<file path="src/rtl/uart_pkg.sv">
// Shared types and register map for the UART transmit controller.
// No logic, so no latency of its own.
// No flow control of its own; used by uart_tx_ctrl and uart_tx_fifo.
package uart_pkg;

  // Serialiser states: one start bit, eight data bits, one stop bit
  typedef enum logic [1:0] {
    IDLE  = 2'd0,
    START = 2'd1,
    DATA  = 2'd2,
    STOP  = 2'd3
  } tx_state_t;

  // Word offsets within the UART window
  localparam logic [1:0] TXDATA   = 2'd0;
  localparam logic [1:0] BAUD_DIV = 2'd1;
  localparam logic [1:0] STATUS   = 2'd2;
  localparam logic [1:0] CTRL     = 2'd3;

  // STATUS bit positions
  localparam int STAT_BUSY    = 0;
  localparam int STAT_FULL    = 1;
  localparam int STAT_EMPTY   = 2;
  localparam int STAT_CNT_LSB = 4;

  // CTRL bit positions
  localparam int CTRL_IRQ_EN  = 0;

  // Assemble the STATUS word; unlisted bits read as zero
  function automatic logic [31:0] pack_status(input logic busy, input logic full,
                                              input logic empty, input logic [3:0] cnt);
    logic [31:0] s;
    s = 32'd0;
    s[STAT_BUSY]                  = busy;
    s[STAT_FULL]                  = full;
    s[STAT_EMPTY]                 = empty;
    s[STAT_CNT_LSB+3:STAT_CNT_LSB] = cnt;
    return s;
  endfunction

endpackage

</file>
<file path="src/rtl/uart_tx_fifo.sv">
// Synchronous byte FIFO holding stored TX bytes ahead of the serialiser.
// Push visible on the next edge; dout shows the head combinationally.
// Push while full and pop while empty are dropped; the caller stalls on full.
module uart_tx_fifo #(
  parameter int DEPTH = 4,
  parameter int W     = 8
) (
  input  logic                     clk,
  input  logic                     reset,
  input  logic                     push,
  input  logic                     pop,
  input  logic [W-1:0]             din,
  output logic [W-1:0]             dout,
  output logic                     full,
  output logic                     empty,
  output logic [$clog2(DEPTH):0]   count
);

  localparam int AW = $clog2(DEPTH);

  logic [W-1:0]  mem [DEPTH];
  logic [AW-1:0] wr_ptr;
  logic [AW-1:0] rd_ptr;
  logic          do_push;
  logic          do_pop;

  assign full    = (count == (AW+1)'(DEPTH));
  assign empty   = (count == '0);
  assign do_push = push & ~full;
  assign do_pop  = pop & ~empty;
  assign dout    = mem[rd_ptr];

  // Storage array; no reset needed since count gates every read
  always_ff @(posedge clk) begin
    if (do_push) mem[wr_ptr] <= din;
  end

  // Pointers wrap naturally at DEPTH (power of two); count tracks occupancy
  always_ff @(posedge clk or negedge reset) begin
    if (!reset) begin
      wr_ptr <= '0;
      rd_ptr <= '0;
      count  <= '0;
    end else begin
      if (do_push) wr_ptr <= wr_ptr + AW'(1);
      if (do_pop)  rd_ptr <= rd_ptr + AW'(1);
      case ({do_push, do_pop})
        2'b10:   count <= count + (AW+1)'(1);
        2'b01:   count <= count - (AW+1)'(1);
        default: count <= count;
      endcase
    end
  end

endmodule

</file>
<file path="src/rtl/uart_tx_ctrl.sv">
// Memory-mapped 8N1 UART transmitter with a byte FIFO; optional TX-empty irq under UART_TX_IRQ_EN.
// First start bit drives tx one cycle after the store edge; rdata is combinational.
// stallMW holds a TXDATA store while the registered FIFO-full flag is set.
module uart_tx_ctrl
  import uart_pkg::*;
#(
  parameter int               FIFO_DEPTH  = 4,
  parameter int               DIV_W       = 16,
  parameter logic [DIV_W-1:0] DEFAULT_DIV = DIV_W'(867)
) (
  input  logic        clk,
  input  logic        reset,
  input  logic        uart_select,
  input  logic        wr_en,
  input  logic        rd_en,
  input  logic [1:0]  addr,
  input  logic [31:0] wdata,
  output logic [31:0] rdata,
  output logic        stallMW,
  output logic        tx,
  output logic        irq_tx
);

  localparam int CW = $clog2(FIFO_DEPTH) + 1;

  tx_state_t        state_q, state_d;
  logic [DIV_W-1:0] baud_div;
  logic [DIV_W-1:0] cnt_q, cnt_d;
  logic [2:0]       idx_q, idx_d;
  logic [7:0]       shift_q, shift_d;
  logic             bit_end;

  logic             push_req;
  logic             push;
  logic             pop;
  logic [7:0]       fifo_dout;
  logic             fifo_full;
  logic             fifo_empty;
  logic [CW-1:0]    fifo_count;
  logic [31:0]      ctrl_rd;
  logic             unused_wdata;

  assign unused_wdata = &{1'b0, wdata};

  // Stall decision uses the registered full flag only, so a same-cycle pop
  // does not let the store in; it lands on the edge after full drops.
  assign push_req = uart_select & wr_en & (addr == TXDATA);
  assign push     = push_req & ~fifo_full;
  assign stallMW  = push_req & fifo_full;

  uart_tx_fifo #(
    .DEPTH (FIFO_DEPTH),
    .W     (8)
  ) u_fifo (
    .clk   (clk),
    .reset (reset),
    .push  (push),
    .pop   (pop),
    .din   (wdata[7:0]),
    .dout  (fifo_dout),
    .full  (fifo_full),
    .empty (fifo_empty),
    .count (fifo_count)
  );

  // Baud divisor register; a write mid-frame is picked up at the next bit reload
  always_ff @(posedge clk or negedge reset) begin
    if (!reset) begin
      baud_div <= DEFAULT_DIV;
    end else if (uart_select && wr_en && addr == BAUD_DIV) begin
      baud_div <= wdata[DIV_W-1:0];
    end
  end

`ifdef UART_TX_IRQ_EN
  logic irq_en;
  logic irq_q;

  // CTRL register: only the interrupt enable is implemented
  always_ff @(posedge clk or negedge reset) begin
    if (!reset) begin
      irq_en <= 1'b0;
    end else if (uart_select && wr_en && addr == CTRL) begin
      irq_en <= wdata[CTRL_IRQ_EN];
    end
  end

  // TX-empty interrupt, registered so it rises one cycle after the line goes idle
  always_ff @(posedge clk or negedge reset) begin
    if (!reset) begin
      irq_q <= 1'b0;
    end else begin
      irq_q <= irq_en & fifo_empty & (state_q == IDLE);
    end
  end

  assign irq_tx  = irq_q;
  assign ctrl_rd = 32'(irq_en) << CTRL_IRQ_EN;
`else
  assign irq_tx  = 1'b0;
  assign ctrl_rd = 32'd0;
`endif

  // Serialiser state, baud counter, bit index and shift register
  always_ff @(posedge clk or negedge reset) begin
    if (!reset) begin
      state_q <= IDLE;
      cnt_q   <= '0;
      idx_q   <= '0;
      shift_q <= '0;
    end else begin
      state_q <= state_d;
      cnt_q   <= cnt_d;
      idx_q   <= idx_d;
      shift_q <= shift_d;
    end
  end

  // Next-state: every bit reloads the divisor and lasts until the counter hits zero;
  // the FIFO head is popped straight into the shifter so frames run back to back
  always_comb begin
    state_d = state_q;
    cnt_d   = cnt_q;
    idx_d   = idx_q;
    shift_d = shift_q;
    pop     = 1'b0;
    bit_end = (cnt_q == '0);
    case (state_q)
      IDLE: begin
        if (!fifo_empty) begin
          pop     = 1'b1;
          shift_d = fifo_dout;
          cnt_d   = baud_div;
          state_d = START;
        end
      end
      START: begin
        if (bit_end) begin
          cnt_d   = baud_div;
          idx_d   = 3'd0;
          state_d = DATA;
        end else begin
          cnt_d = cnt_q - DIV_W'(1);
        end
      end
      DATA: begin
        if (bit_end) begin
          cnt_d   = baud_div;
          shift_d = shift_q >> 1;
          idx_d   = idx_q + 3'd1;
          if (idx_q == 3'd7) state_d = STOP;
        end else begin
          cnt_d = cnt_q - DIV_W'(1);
        end
      end
      STOP: begin
        if (bit_end) begin
          if (!fifo_empty) begin
            pop     = 1'b1;
            shift_d = fifo_dout;
            cnt_d   = baud_div;
            state_d = START;
          end else begin
            state_d = IDLE;
          end
        end else begin
          cnt_d = cnt_q - DIV_W'(1);
        end
      end
      default: state_d = IDLE;
    endcase
  end

  // Line driver decoded from registered state, so reset forces it high at once
  always_comb begin
    tx = 1'b1;
    case (state_q)
      START:   tx = 1'b0;
      DATA:    tx = shift_q[0];
      default: tx = 1'b1;
    endcase
  end

  // Load data mux; anything other than a selected load reads zero
  always_comb begin
    rdata = 32'd0;
    if (uart_select && rd_en) begin
      case (addr)
        BAUD_DIV: rdata = 32'(baud_div);
        STATUS:   rdata = pack_status(state_q != IDLE, fifo_full, fifo_empty,
                                      4'(fifo_count));
        CTRL:     rdata = ctrl_rd;
        default:  rdata = 32'd0;
      endcase
    end
  end

endmodule
</file>
<file path="config.mk">
export PLATFORM = sky130hd
export DESIGN_NAME = uart_tx_ctrl
export DESIGN_NICKNAME = d
export VERILOG_FILES = /design/src/rtl/uart_pkg.sv /design/src/rtl/uart_tx_fifo.sv /design/src/rtl/uart_tx_ctrl.sv
export SDC_FILE = /design/constraint.sdc
export NUM_CORES = 1
export LEC_CHECK = 0
export ABC_AREA = 1
export BUFFER_PORTS_ARGS = -buffer_cell sky130_fd_sc_hd__buf_2
export CAP_MARGIN = 10
export CORE_MARGIN = 1.5
export CORE_UTILIZATION = 30
export CTS_CLUSTER_SIZE = 24
export DETAILED_ROUTE_END_ITERATION = 6
export GPL_TIMING_DRIVEN = 0
export PLACE_DENSITY = 0.45
export SETUP_SLACK_MARGIN = 0.02
export SYNTH_ARGS = -nofsm -noshare
export SYNTH_HDL_FRONTEND = slang
export SYNTH_SLANG_ARGS = --single-unit
</file>
<file path="constraint.sdc">
create_clock -name clk -period 4.93 [get_ports clk]
set_input_delay 0.986 -clock clk [delete_from_list [all_inputs] [get_ports clk]]
set_output_delay 0.986 -clock clk [all_outputs]
set_load 0.005 [all_outputs]
</file>
==> metrics.md, run 1 <==
| Metric | Value |
|---|---|
| Unrepaired setup endpoints after global routing | no |
| Aggregate global-route resource usage | 17.0% |
| Initial antenna violation count | 0 |
| DRC viols | 0 |
| Final ANT Viol Nets | 0 |
| Largest stage delay, worst path | 330 ps |
| Slowest CP cell | clkbuf_1 |
| Warnings from Yosys | 0 |
| Clock transition at path regs | 60 ps |
| GR Layer Usage met2 | 26.1% |
| Slew HR | 39.4% |
| Cell count after placement | 909 |
| Yosys reg bits | between 80 and 90 |
| Post-CTS Setup Repair Bufs | 0 |
| Final-report setup violation count | 0 |
| Core area | 16500 µm² |
| Worst VDD drop | 0.166 mV |
| Fin. max-slew vios | 0 |
| Top_reg_cell synth | dfrtp_1 |
| Clk sinks | 84 |
| Per-cell routed wire length | 15.3 µm |
| Drt initial violations | roughly 240 |
| Clock Tree Buf Depth | 2 |
| Final Wtd Congestion | 0.831 |
| NumNets Final | 756 |
| Setup total negative slack | 0 ps |
| Critical-path cell list | buf_2, inv_1, ha_1, inv_1, clkbuf_1, o22ai_1, nand2_1, inv_1, buf_2 |
| Largest net degree at the start of global routing | 30 |
| Routing usage on met3 | 2.34% |
| Placed inst area | 5610 µm² |
| Ant. Diodes | 0 |
| Seq/Total Area, Yosys | about 45% |
| Hpwl dp | between 10000 and 15000 µm |
| Fmax | 0.312 GHz |
| Fin. Hold Viols | 0 |
| Clk_lat worst skew | around 350 ps |
| Die H | between 100 and 150 µm |
| Design area | about 5900 µm² |
| Pwr Total | 0.00207 W |
| Worst Clk Skew | 6.59 ps |
| DRT Wirelength | between 10000 and 15000 µm |
| Cell mode on critical path | inv_1 |
| Fin cells | 925 |
| GRT overflow | 0 |
| Die Wd | approximately 130 µm |
| CP Max Fanout | 10 |
| P&R area growth vs syn | 16.4% |
| Tcrit/Tclk final | 64.9% |
| Mean post-synth cell area | 8.00 µm² |
| Busiest metal layer after global routing | met2 |
| PostCTS Resize Cnt | 0 |
| Ys async rst share | 61.9% |
| Pwr Density | 352 nW/µm² |
| Startpoint Class | input pin |
| Worst setup EP type | output pin |
| Outcome | finished clean |
| Share of cells above drive strength 1 | approximately 16% |
| Via count | between 4000 and 5000 |
| Global-route wire length before repair | 23100 µm |
| Root buffer cell | clkbuf_16 |
| CTS buffer count | 9 |
| Worst Max-Slew Pin Slew | 906 ps |
| Final worst slack | 1730 ps |
| CP arrival | roughly 2200 ps |
| IO Pins | 74 |
| Pleak | 2.76 nW |
| Yosys cell types | 39 |
| Min cycle time layout | 3200 ps |
| Htree depth | 3 |
| Met1 usage | a little under a quarter |
| Cell Rows | between 40 and 50 |
| Post-CTS Hold Buffers | 0 |
| Die area | 17600 µm² |
| # Max-Cap Violations | 0 |
| Via density | 4.73 |
| Initial Utilization | 30.6% |
| Number of synthesized flops with an enable pin | 32 |
| Pre-CTS setup slack | 1720 ps |
| Hold WC Path Type | reg2reg |
| Vias in the first global route | approximately 4300 |
| Most common cell after layout, fill and taps aside | nand2_1 |
| Detailed Routing Iterations Pass 1 | 4 |
| Worst path required time | 3940 ps |
| Leading cell types in the layout, fill and taps excluded | 153 x nand2_1, 63 x inv_1, 59 x nor2_1, 56 x nand3_1, 46 x dfrtp_1 |
| TritonCTS clock tree | built |
| Port bufs | 40 |
| Fillcell total | between 1500 and 2000 |
| Cells after Synth | 632 |
| CP Class | in2out |
| Mapped cell area | about 5100 µm² |
critical path: cells and delay by family:
family                   cells  cell delay (ps)
AND/OR/NAND/NOR              1               80
adder cells (fa/ha/maj)      1              270
buffers and inverters        6              740
AO/OA/AOI/OAI                1              130
cells by family (layout without fill, tap and decap cells):
logic type	Yosys count	count (layout)	synth area share (%)
DFF	84	84	44.9
other	1	17	0.0742
AOI/OAI and AO/OA	98	98	10.7
buffers and inverters	106	163	9.75
xor gates and xnor gates	7	7	1.21
muxes	8	8	1.61
adders and majority gates	17	17	4.36
and+or+nand+nor	311	311	27.4
registers in the layout (all words and copies together), names as in the netlist:
name / flops
u_fifo.count: 3
baud_div: 16
shift_q: 8
cnt_q: 16
u_fifo.rd_ptr: 2
u_fifo.wr_ptr: 2
state_q: 2
idx_q: 3
u_fifo.mem: 32
synthesized netlist by cell type, types with 2 or more instances:
cell type	number	area share, %
a21oi_1	27	2.7
buf_1	2	0.15
buf_2	4	0.40
buf_4	20	3.0
buf_6	2	0.45
clkbuf_1	13	0.97
dfrtp_1	46	23
dfstp_2	6	3.1
edfxtp_1	32	19
ha_1	16	4.0
inv_1	63	4.7
inv_2	2	0.15
mux2i_1	7	1.4
nand2_1	153	11
nand2_2	2	0.25
nand2_4	2	0.45
nand3_1	56	5.5
nand4_1	12	1.5
nor2_1	59	4.4
nor2_2	5	0.62
nor2_4	3	0.67
nor3_1	10	0.99
o21ai_0	37	3.7
o21ai_1	13	1.3
o21ai_2	3	0.52
o21bai_1	3	0.45
o22ai_1	11	1.4
or2_2	7	0.87
xor2_1	6	1.0
metrics by stage:
stage,hold slack (ps),utilization [%]
after global routing,525,35.6
after detailed placement,473,34.0
after CTS,490,35.6
after global placement,472,33.8
after floorplan,455,-
final,489,35.6
layout make-up:
type                       instances  area [µm²]  share of cell area [%]
buffer                            41         249                    4.23
clock buffer                      11         233                    3.96
clock inverter                     5        38.8                   0.659
inverter                          65         244                    4.15
multi-input combinational        458        2350                    40.0
sequential                        84        2270                    38.6
tap                              220         275                    4.68
timing repair buffer              41         220                    3.74
power by group:
| group | total (W) | switching [W] | internal, W | leakage (nW) |
|---|---|---|---|---|
| registers | 0.000928 | 0.0000881 | 0.000840 | 0.861 |
| clock network | 0.000638 | 0.000294 | 0.000345 | 0.130 |
| logic | 0.000503 | 0.000329 | 0.000174 | 1.77 |
| total | 0.00207 | 0.000711 | 0.00136 | 2.76 |
final timing paths:
path / from / slack [ps] / cells past startpoint / endpoint
worst max-delay path: addr[1] / 1730 / 9 / rdata[6]
worst max register to register: state_q[0] / 2140 / 12 / u_fifo.count[2]
worst min register to register: shift_q[7] / 490 / 2 / shift_q[7]
max in group asynchronous: reset / 3610 / 2 / baud_div[5]
worst min-delay path: shift_q[7] / 490 / 2 / shift_q[7]
min in group asynchronous: reset / 650 / 1 / cnt_q[4]
layer usage:
metal / up-vias / part of all wire, %
met2: 107 / 44
li1: 2185 / -
met1: 2062 / 49
met5: - / 0
met4: 0 / 2.6
met3: 20 / 3.7
No activity file was read; power rests on OpenSTA's default activity.
==> run 2, diff against run 1 <==
--- a/config.mk
+++ b/config.mk
@@ -5,7 +5,7 @@
 export SDC_FILE = /design/constraint.sdc
 export NUM_CORES = 1
 export LEC_CHECK = 0
-export ABC_AREA = 1
+export ABC_AREA = 0
 export BUFFER_PORTS_ARGS = -buffer_cell sky130_fd_sc_hd__buf_2
 export CAP_MARGIN = 10
 export CORE_MARGIN = 1.5
@@ -13,7 +13,7 @@
 export CTS_CLUSTER_SIZE = 24
 export DETAILED_ROUTE_END_ITERATION = 6
 export GPL_TIMING_DRIVEN = 0
-export PLACE_DENSITY = 0.45
+export PLACE_DENSITY = 0.47
 export SETUP_SLACK_MARGIN = 0.02
 export SYNTH_ARGS = -nofsm -noshare
 export SYNTH_HDL_FRONTEND = slang
==> constraint.sdc (replaced) <==
create_clock -name clk -period 2.7 [get_ports clk]
set_input_delay 0.54 -clock clk [delete_from_list [all_inputs] [get_ports clk]]
set_output_delay 0.54 -clock clk [all_outputs]
set_load 0.005 [all_outputs]
==> metrics.md, run 2 <==
| Metric | Value |
|---|---|
| Outcome | finished, violations left |
| Failing checks | negative setup slack |
| Startpoint Class | flop |
| Final Wtd Congestion | 0.865 (+4.2%) |
| Min cycle time layout | 2890 ps |
| Critical-path cell list | or4_4, nor4_4, buf_6, a31oi_4, nor3_4, ha_2, inv_2, fa_2, xor2_1, nor2_1, xor2_1 |
| CP arrival | 3160 ps (+950 ps) |
| Die area | 16500 µm² (-6.4%) |
| Pwr Total | 0.00643 W (+210%) |
| Worst VDD drop | 0.446 mV (+170%) |
| Aggregate global-route resource usage | 15.6% (-1.3 points) |
| Leading cell types in the layout, fill and taps excluded | 46 x dfrtp_1, 40 x nand2_1, 39 x buf_2, 32 x edfxtp_1, 29 x nor2_1 |
| Warnings from Yosys | 0 (unchanged) |
| Cell count after placement | 693 (-24%) |
| Via count | 3544 (-19%) |
| Worst Clk Skew | 9.81 ps (+3.22 ps) |
| Ys async rst share | 61.9% (unchanged) |
| # Max-Cap Violations | 0 (unchanged) |
| Flop2flop setup slack | -190 ps (-2330 ps) |
| Worst path buffer plus inverter count | 2 (-4) |
| Cells after Synth | 426 (-33%) |
| NumNets Final | 557 (-26%) |
| Top-area cell type share of the netlist area | 24.4% (+1.6 points) |
| CP Max Fanout | 4 (-6) |
| Cell Rows | 45 (-4.3%) |
| Global-route wire length before repair | 19600 µm (-15%) |
| Detailed Routing Iterations Pass 1 | 5 (+1) |
| Cell mode on critical path | xor2_1 |
| Most common cell after layout, fill and taps aside | dfrtp_1 |
| Die Wd | 129 µm (-3.2%) |
| Root buffer cell | clkbuf_16 |
| Synth Area in Compound Gates | 12.5% (+1.8 points) |
| Fin. Hold Viols | 0 (unchanged) |
| Clk sinks | 84 (unchanged) |
| Fmax | between 0.3 and 0.4 GHz |
| Slew HR | 41.8% (+2.5 points) |
| Final ANT Viol Nets | 0 (unchanged) |
| Worst Max-Slew Pin Slew | 872 ps (-33.8 ps) |
| Largest net degree at the start of global routing | 53 (+77%) |
| P&R area growth vs syn | 20.3% |
| Main combinational cell family by area after synthesis | simple AND/OR/NAND/NOR gates |
| Slowest CP cell | or4_4 |
| Seq/Total Area, Yosys | 48.0% (+3.1 points) |
| Drt initial violations | 286 (+21%) |
| Xor/xnor share of the synthesized area | 2.78% (+1.6 points) |
| Yosys reg bits | 84 (unchanged) |
| Adder-Cell Fraction of Synth Area | 4.66% (+0.30 points) |
| CP Class | reg2reg |
| Design area | 5680 µm² (-3.4%) |
| Yosys cell types | 62 (+59%) |
| Worst path required time | 2970 ps (-970 ps) |
| Top cells by area, synth | dfrtp_1 24%, edfxtp_1 20%, ha_1 4.2%, mux2_2 4.1%, mux4_2 3.8% |
| Mux contribution to synthesized area | 11.8% (+10 points) |
| CTS buffer count | 9 (unchanged) |
| Unrepaired setup endpoints after global routing | yes |
| Vias in the first global route | 3516 (-19%) |
| IO Pins | 74 (unchanged) |
| Die H | 129 µm (-3.2%) |
| Worst setup EP type | flop |
| Largest stage delay, worst path | 590 ps (+260 ps) |
| Share of cells above drive strength 1 | 28.3% (+12 points) |
| Hpwl dp | 8480 µm (-19%) |
| Top_reg_cell synth | dfrtp_1 |
| Htree depth | 3 (unchanged) |
| Hold WS | 231 ps (-258 ps) |
| Ant. Diodes | 0 (unchanged) |
| Per-cell routed wire length | 17.2 µm (+12%) |
| Clock transition at path regs | 70 ps (about the same) |
| Tcrit/Tclk final | 107% |
| Core area | 15300 µm² (-7.3%) |
| Post-synthesis simple-gate area fraction | 14.3% (-13 points) |
| Clock Tree Buf Depth | 2 (unchanged) |
| Final worst slack | -194 ps (-1920 ps) |
| Cell family with most CP delay | simple AND/OR/NAND/NOR gates |
| Mean post-synth cell area | 11.1 µm² (+39%) |
| Pwr Density | 1130 nW/µm² (+220%) |
| DRT Wirelength | 12300 µm (-13%) |
| Port bufs | 40 (unchanged) |
| Mapped cell area | 4730 µm² (-6.5%) |
| GRT overflow | 0 (unchanged) |
| Post-CTS Hold Buffers | 0 (unchanged) |
| Fin. max-slew vios | 0 (unchanged) |
| Pleak | 2.42 nW (-12%) |
| Largest area contributor in the netlist | dfrtp_1 |
| Initial Utilization | 30.9% (+0.27 points) |
| Initial antenna violation count | 0 (unchanged) |
| Placed inst area | 5280 µm² (-5.9%) |
| Final-report setup violation count | 2 (+2) |
| Biggest regs | u_fifo.mem x32, baud_div x16, cnt_q x16 |
| Fin cells | 717 (-22%) |
| Hold WC Path Type | in2async |
| Number of flip-flops under the largest register name | 32 (unchanged) |
| Post-synth top cells | 46 x dfrtp_1, 40 x nand2_1, 32 x edfxtp_1, 29 x nor2_1, 20 x clkbuf_1 |
| TritonCTS clock tree | built |
| Number of synthesized flops with an enable pin | 32 (unchanged) |
| Via density | 4.94 (+4.5%) |
| Clk_lat worst skew | 350 ps (about the same) |
| Most frequent cell after synthesis | dfrtp_1 |
| DRC viols | 0 (unchanged) |
| Top reg by flops | u_fifo.mem |
[run 2: cell count changes in the layout (fill, tap and decap cells not counted), sizes merged, moves of 9 or more]
cell   previous run  this run
nand2           157        40
mux2              1        24
a21oi            27        12
xnor2             1        10
and2              0        16
nor2             68        30
inv              66        19
o21ai            53        25
nand4            13         0
nand3            56        11
[run 2: worst paths after layout]
kind | from | to | depth (start not counted)
max reg2reg | cnt_q[9] | u_fifo.count[2] | 11
min | reset | baud_div[14] | 1
max in group asynchronous | reset | idx_q[0] | 1
min reg2reg | idx_q[2] | idx_q[2] | 1
min in group clk | wdata[9] | baud_div[9] | 2
max | cnt_q[9] | u_fifo.count[2] | 11
[run 2: area by class of cell]
type / instances / area, µm²
well taps: 211 / 264
clock buffers: 10 / 229
multi-input cells: 303 / 2290
plain buffers: 39 / 231
clock inverters: 6 / 71.3
inverters: 16 / 60.1
repair buffers: 48 / 263
fillers: 1547 / 9630
flip-flops and latches: 84 / 2270
[run 2: timing repair]
action / CTS / global route
endpoints found under the setup margin: 6 / 7
pin swaps: 3 / 7
resized for setup: 7 / 6
setup buffers: 4 / 4
[run 2: worst register-to-register path, cell delays in order (launching register included)]
cell	delay, ps
dfrtp_1	410
or4_4	590
nor4_4	270
buf_6	150
a31oi_4	100
nor3_4	270
ha_2	250
inv_2	40
fa_2	320
xor2_1	140
nor2_1	120
xor2_1	150
[run 2: logic make-up after synthesis]
| group | Yosys count |
|---|---|
| AOI/OAI and AO/OA | 84 |
| xor gates and xnor gates | 15 |
| adders and majority gates | 17 |
| buffers and inverters | 55 |
| DFF | 84 |
| muxes | 40 |
| other | 1 |
| and+or+nand+nor | 130 |
[run 2: report_power, final]
group,switching (W),internal (W)
clock,0.000553,0.000728
combinational,0.00179,0.00138
sequential,0.000322,0.00166
total,0.00266,0.00377
[run 2: per-layer routing]
metal  global-route usage, %  vias to the layer above  part of all wire [%]
li1                        -                     1671                     -
met1                    21.9                     1735                    48
met2                    24.2                      114                    45
met3                    2.00                       24                   4.7
met4                    7.20                        0                   2.5
met5                       0                        -                     0
[run 2: through the flow]
step / worst slack, ps / util [%] / TNS (ps)
6_report: -194 / 37.1 / -258
5_1_grt: -362 / 37.1 / -581
4_1_cts: -147 / 36.8 / -147
3_5_place_dp: -498 / 34.5 / -887
3_3_place_gp: -509 / 34.5 / -1050
2_1_floorplan: -6.12 / - / -6.12
==> run 3, diff against run 2 <==
--- a/config.mk
+++ b/config.mk
@@ -13,7 +13,7 @@
 export CTS_CLUSTER_SIZE = 24
 export DETAILED_ROUTE_END_ITERATION = 6
 export GPL_TIMING_DRIVEN = 0
-export PLACE_DENSITY = 0.47
+export PLACE_DENSITY = 0.46
 export SETUP_SLACK_MARGIN = 0.02
 export SYNTH_ARGS = -nofsm -noshare
 export SYNTH_HDL_FRONTEND = slang
==> constraint.sdc (replaced) <==
create_clock -name clk -period 2.8 [get_ports clk]
set_input_delay 0.56 -clock clk [delete_from_list [all_inputs] [get_ports clk]]
set_output_delay 0.56 -clock clk [all_outputs]
set_load 0.005 [all_outputs]
==> metrics.md, run 3 (synthesis gave the netlist of run 2 again) <==
| Metric | Value |
|---|---|
| Pre-CTS setup slack | -334 ps (+164 ps) |
| Hpwl dp | 8590 µm (+1.3%) |
| Cell Rows | 45 (unchanged) |
| Root buffer cell | clkbuf_16 |
| Top reg by flops | u_fifo.mem |
| # Max-Cap Violations | 0 (unchanged) |
| Clk_lat worst skew | 340 ps (about the same) |
| Routing usage on met3 | 2.83% (+0.83 points) |
| Pwr Density | 1090 nW/µm² (-3.5%) |
| Startpoint Class | flop |
| Worst setup EP type | flop |
| Htree depth | 3 (unchanged) |
| GR Layer Usage met2 | 24.5% (+0.35 points) |
| Leading cell types in the layout, fill and taps excluded | 46 x dfrtp_1, 40 x nand2_1, 39 x buf_2, 32 x edfxtp_1 |
| Global-route wire length before repair | 19700 µm (+0.57%) |
| Vias in the first global route | 3542 (+0.74%) |
| CP Max Fanout | 2 (-2) |
| Pwr Total | 0.00624 W (-3.0%) |
| Pleak | 2.44 nW (+0.81%) |
| R2r worst-path depth | 11 (unchanged) |
| Final worst slack | 84.7 ps (+279 ps) |
| Worst path required time | 3060 ps (+90 ps) |
| DRC viols | 0 (unchanged) |
| Unrepaired setup endpoints after global routing | yes |
| Outcome | finished clean |
| Most common cell after layout, fill and taps aside | dfrtp_1 |
| Util after Layout | 37.3% (+0.18 points) |
| NumNets Final | 559 (+0.36%) |
| Largest net degree at the start of global routing | 53 (unchanged) |
| Detailed Routing Iterations Pass 1 | 5 (unchanged) |
| Drt initial violations | 134 (-53%) |
| Core area | 15300 µm² (unchanged) |
| Slew HR | 42.0% (+0.20 points) |
| Worst VDD drop | 0.535 mV (+20%) |
| Final ANT Viol Nets | 0 (unchanged) |
| Port bufs | 40 (unchanged) |
| Via density | 4.94 (-0.14%) |
| Post-CTS Hold Buffers | 0 (unchanged) |
| Via count | 3549 (+0.14%) |
| Fmax | 0.368 GHz (+6.6%) |
| Worst Max-Slew Pin Slew | 869 ps (-3.02 ps) |
| Fin. Hold Viols | 0 (unchanged) |
| Final Wtd Congestion | 0.819 (-5.4%) |
| P&R area growth vs syn | 20.8% |
| Fin. max-slew vios | 0 (unchanged) |
| Met1 usage | 21.8% (-0.17 points) |
| Aggregate global-route resource usage | 15.7% (+0.033 points) |
| TritonCTS clock tree | built |
| Die H | 129 µm (unchanged) |
| Biggest regs | u_fifo.mem x32, baud_div x16, cnt_q x16 |
| Initial Utilization | 30.9% (unchanged) |
| Worst r2r dst | u_fifo.count[2] |
| CP Class | reg2reg |
| Fillcell total | 1546 (-0.065%) |
| Die area | 16500 µm² (unchanged) |
| Clk sinks | 84 (unchanged) |
| CP arrival | 2980 ps (-180 ps) |
| Per-cell routed wire length | 17.2 µm (about the same) |
| Clock Tree Buf Depth | 2 (unchanged) |
| IO Pins | 74 (unchanged) |
| Final-report setup violation count | 0 (-2) |
| Initial antenna violation count | 0 (unchanged) |
| Busiest metal layer after global routing | met2 |
| Hold WC Path Type | in2async |
| Worst Clk Skew | 7.46 ps (-2.35 ps) |
| Number of flip-flops under the largest register name | 32 (unchanged) |
| Flop2flop setup slack | 80 ps (+280 ps) |
| Worst r2r src | cnt_q[8] |
| CTS buffer count | 9 (unchanged) |
| Ant. Diodes | 0 (unchanged) |
| CP Launch Point | cnt_q[8] |
| GRT overflow | 0 (unchanged) |
| Share of cells above drive strength 1 | 28.5% (+0.28 points) |
| Hold WS | 261 ps (+29.8 ps) |
| DRT Wirelength | 12400 µm (+0.37%) |
| Tcrit/Tclk final | 97.0% (-10 points) |
| Die Wd | 129 µm (unchanged) |
| Clock transition at path regs | 70 ps (about the same) |
| Min cycle time layout | 2720 ps (-179 ps) |
run 3: repair_timing:
action | 4_1_cts | 5_1_grt
setup endpoints to repair | 3 | 3
pin swaps | 6 | 5
resized for setup | 13 | 3
setup buffers | 7 | 3
run 3: layout make-up:
cell class	instances	area, µm²	share of cell area (%)
multi-input combinational	303	2300	40.3
sequential	84	2270	39.7
timing repair buffer	50	278	4.86
tap	211	264	4.62
buffer	39	230	4.03
clock buffer	9	225	3.94
clock inverter	7	82.6	1.45
inverter	16	60.1	1.05
run 3: worst max-delay path by stage:
stage	endpoint	slack [ps]	cells past startpoint
floorplan	u_fifo.count[2]	70	11
global placement	u_fifo.count[2]	-330	13
detailed placement	u_fifo.count[2]	-330	13
CTS	u_fifo.count[2]	-60	11
global route	u_fifo.count[2]	-30	11
finish	u_fifo.count[2]	80	11
run 3: power by group:
part / internal, W / total, W / switching (W) / leakage, nW
sequential: 0.00160 / 0.00193 / 0.000322 / 0.921
clock: 0.000707 / 0.00123 / 0.000527 / 0.150
combinational: 0.00134 / 0.00308 / 0.00173 / 1.37
total: 0.00365 / 0.00624 / 0.00258 / 2.44
run 3: layer usage:
metal  vias to the layer above  routed length (µm)
li1                       1675                   -
met3                        19                 681
met1                      1720                5800
met4                         0                 240
met5                         -                   0
met2                       135                5640
run 3: critical path, cell delays in order (launching register included):
cell	delay, ps
dfrtp_1	400
or4_4	580
nor4_4	180
buf_4	180
a31oi_4	110
nor3_4	190
ha_2	230
inv_2	40
fa_2	330
xor2_1	140
nor2_1	110
xor2_1	150
run 3: through the flow:
stage                     instance area [µm²]  setup TNS, ps  std cells
final                                    5710              0        719
after global routing                     5710          -27.6        719
after CTS                                5680          -57.2        716
after detailed placement                 5260           -587        693
after global placement                   5260           -467        693
after floorplan                          4790              0        442
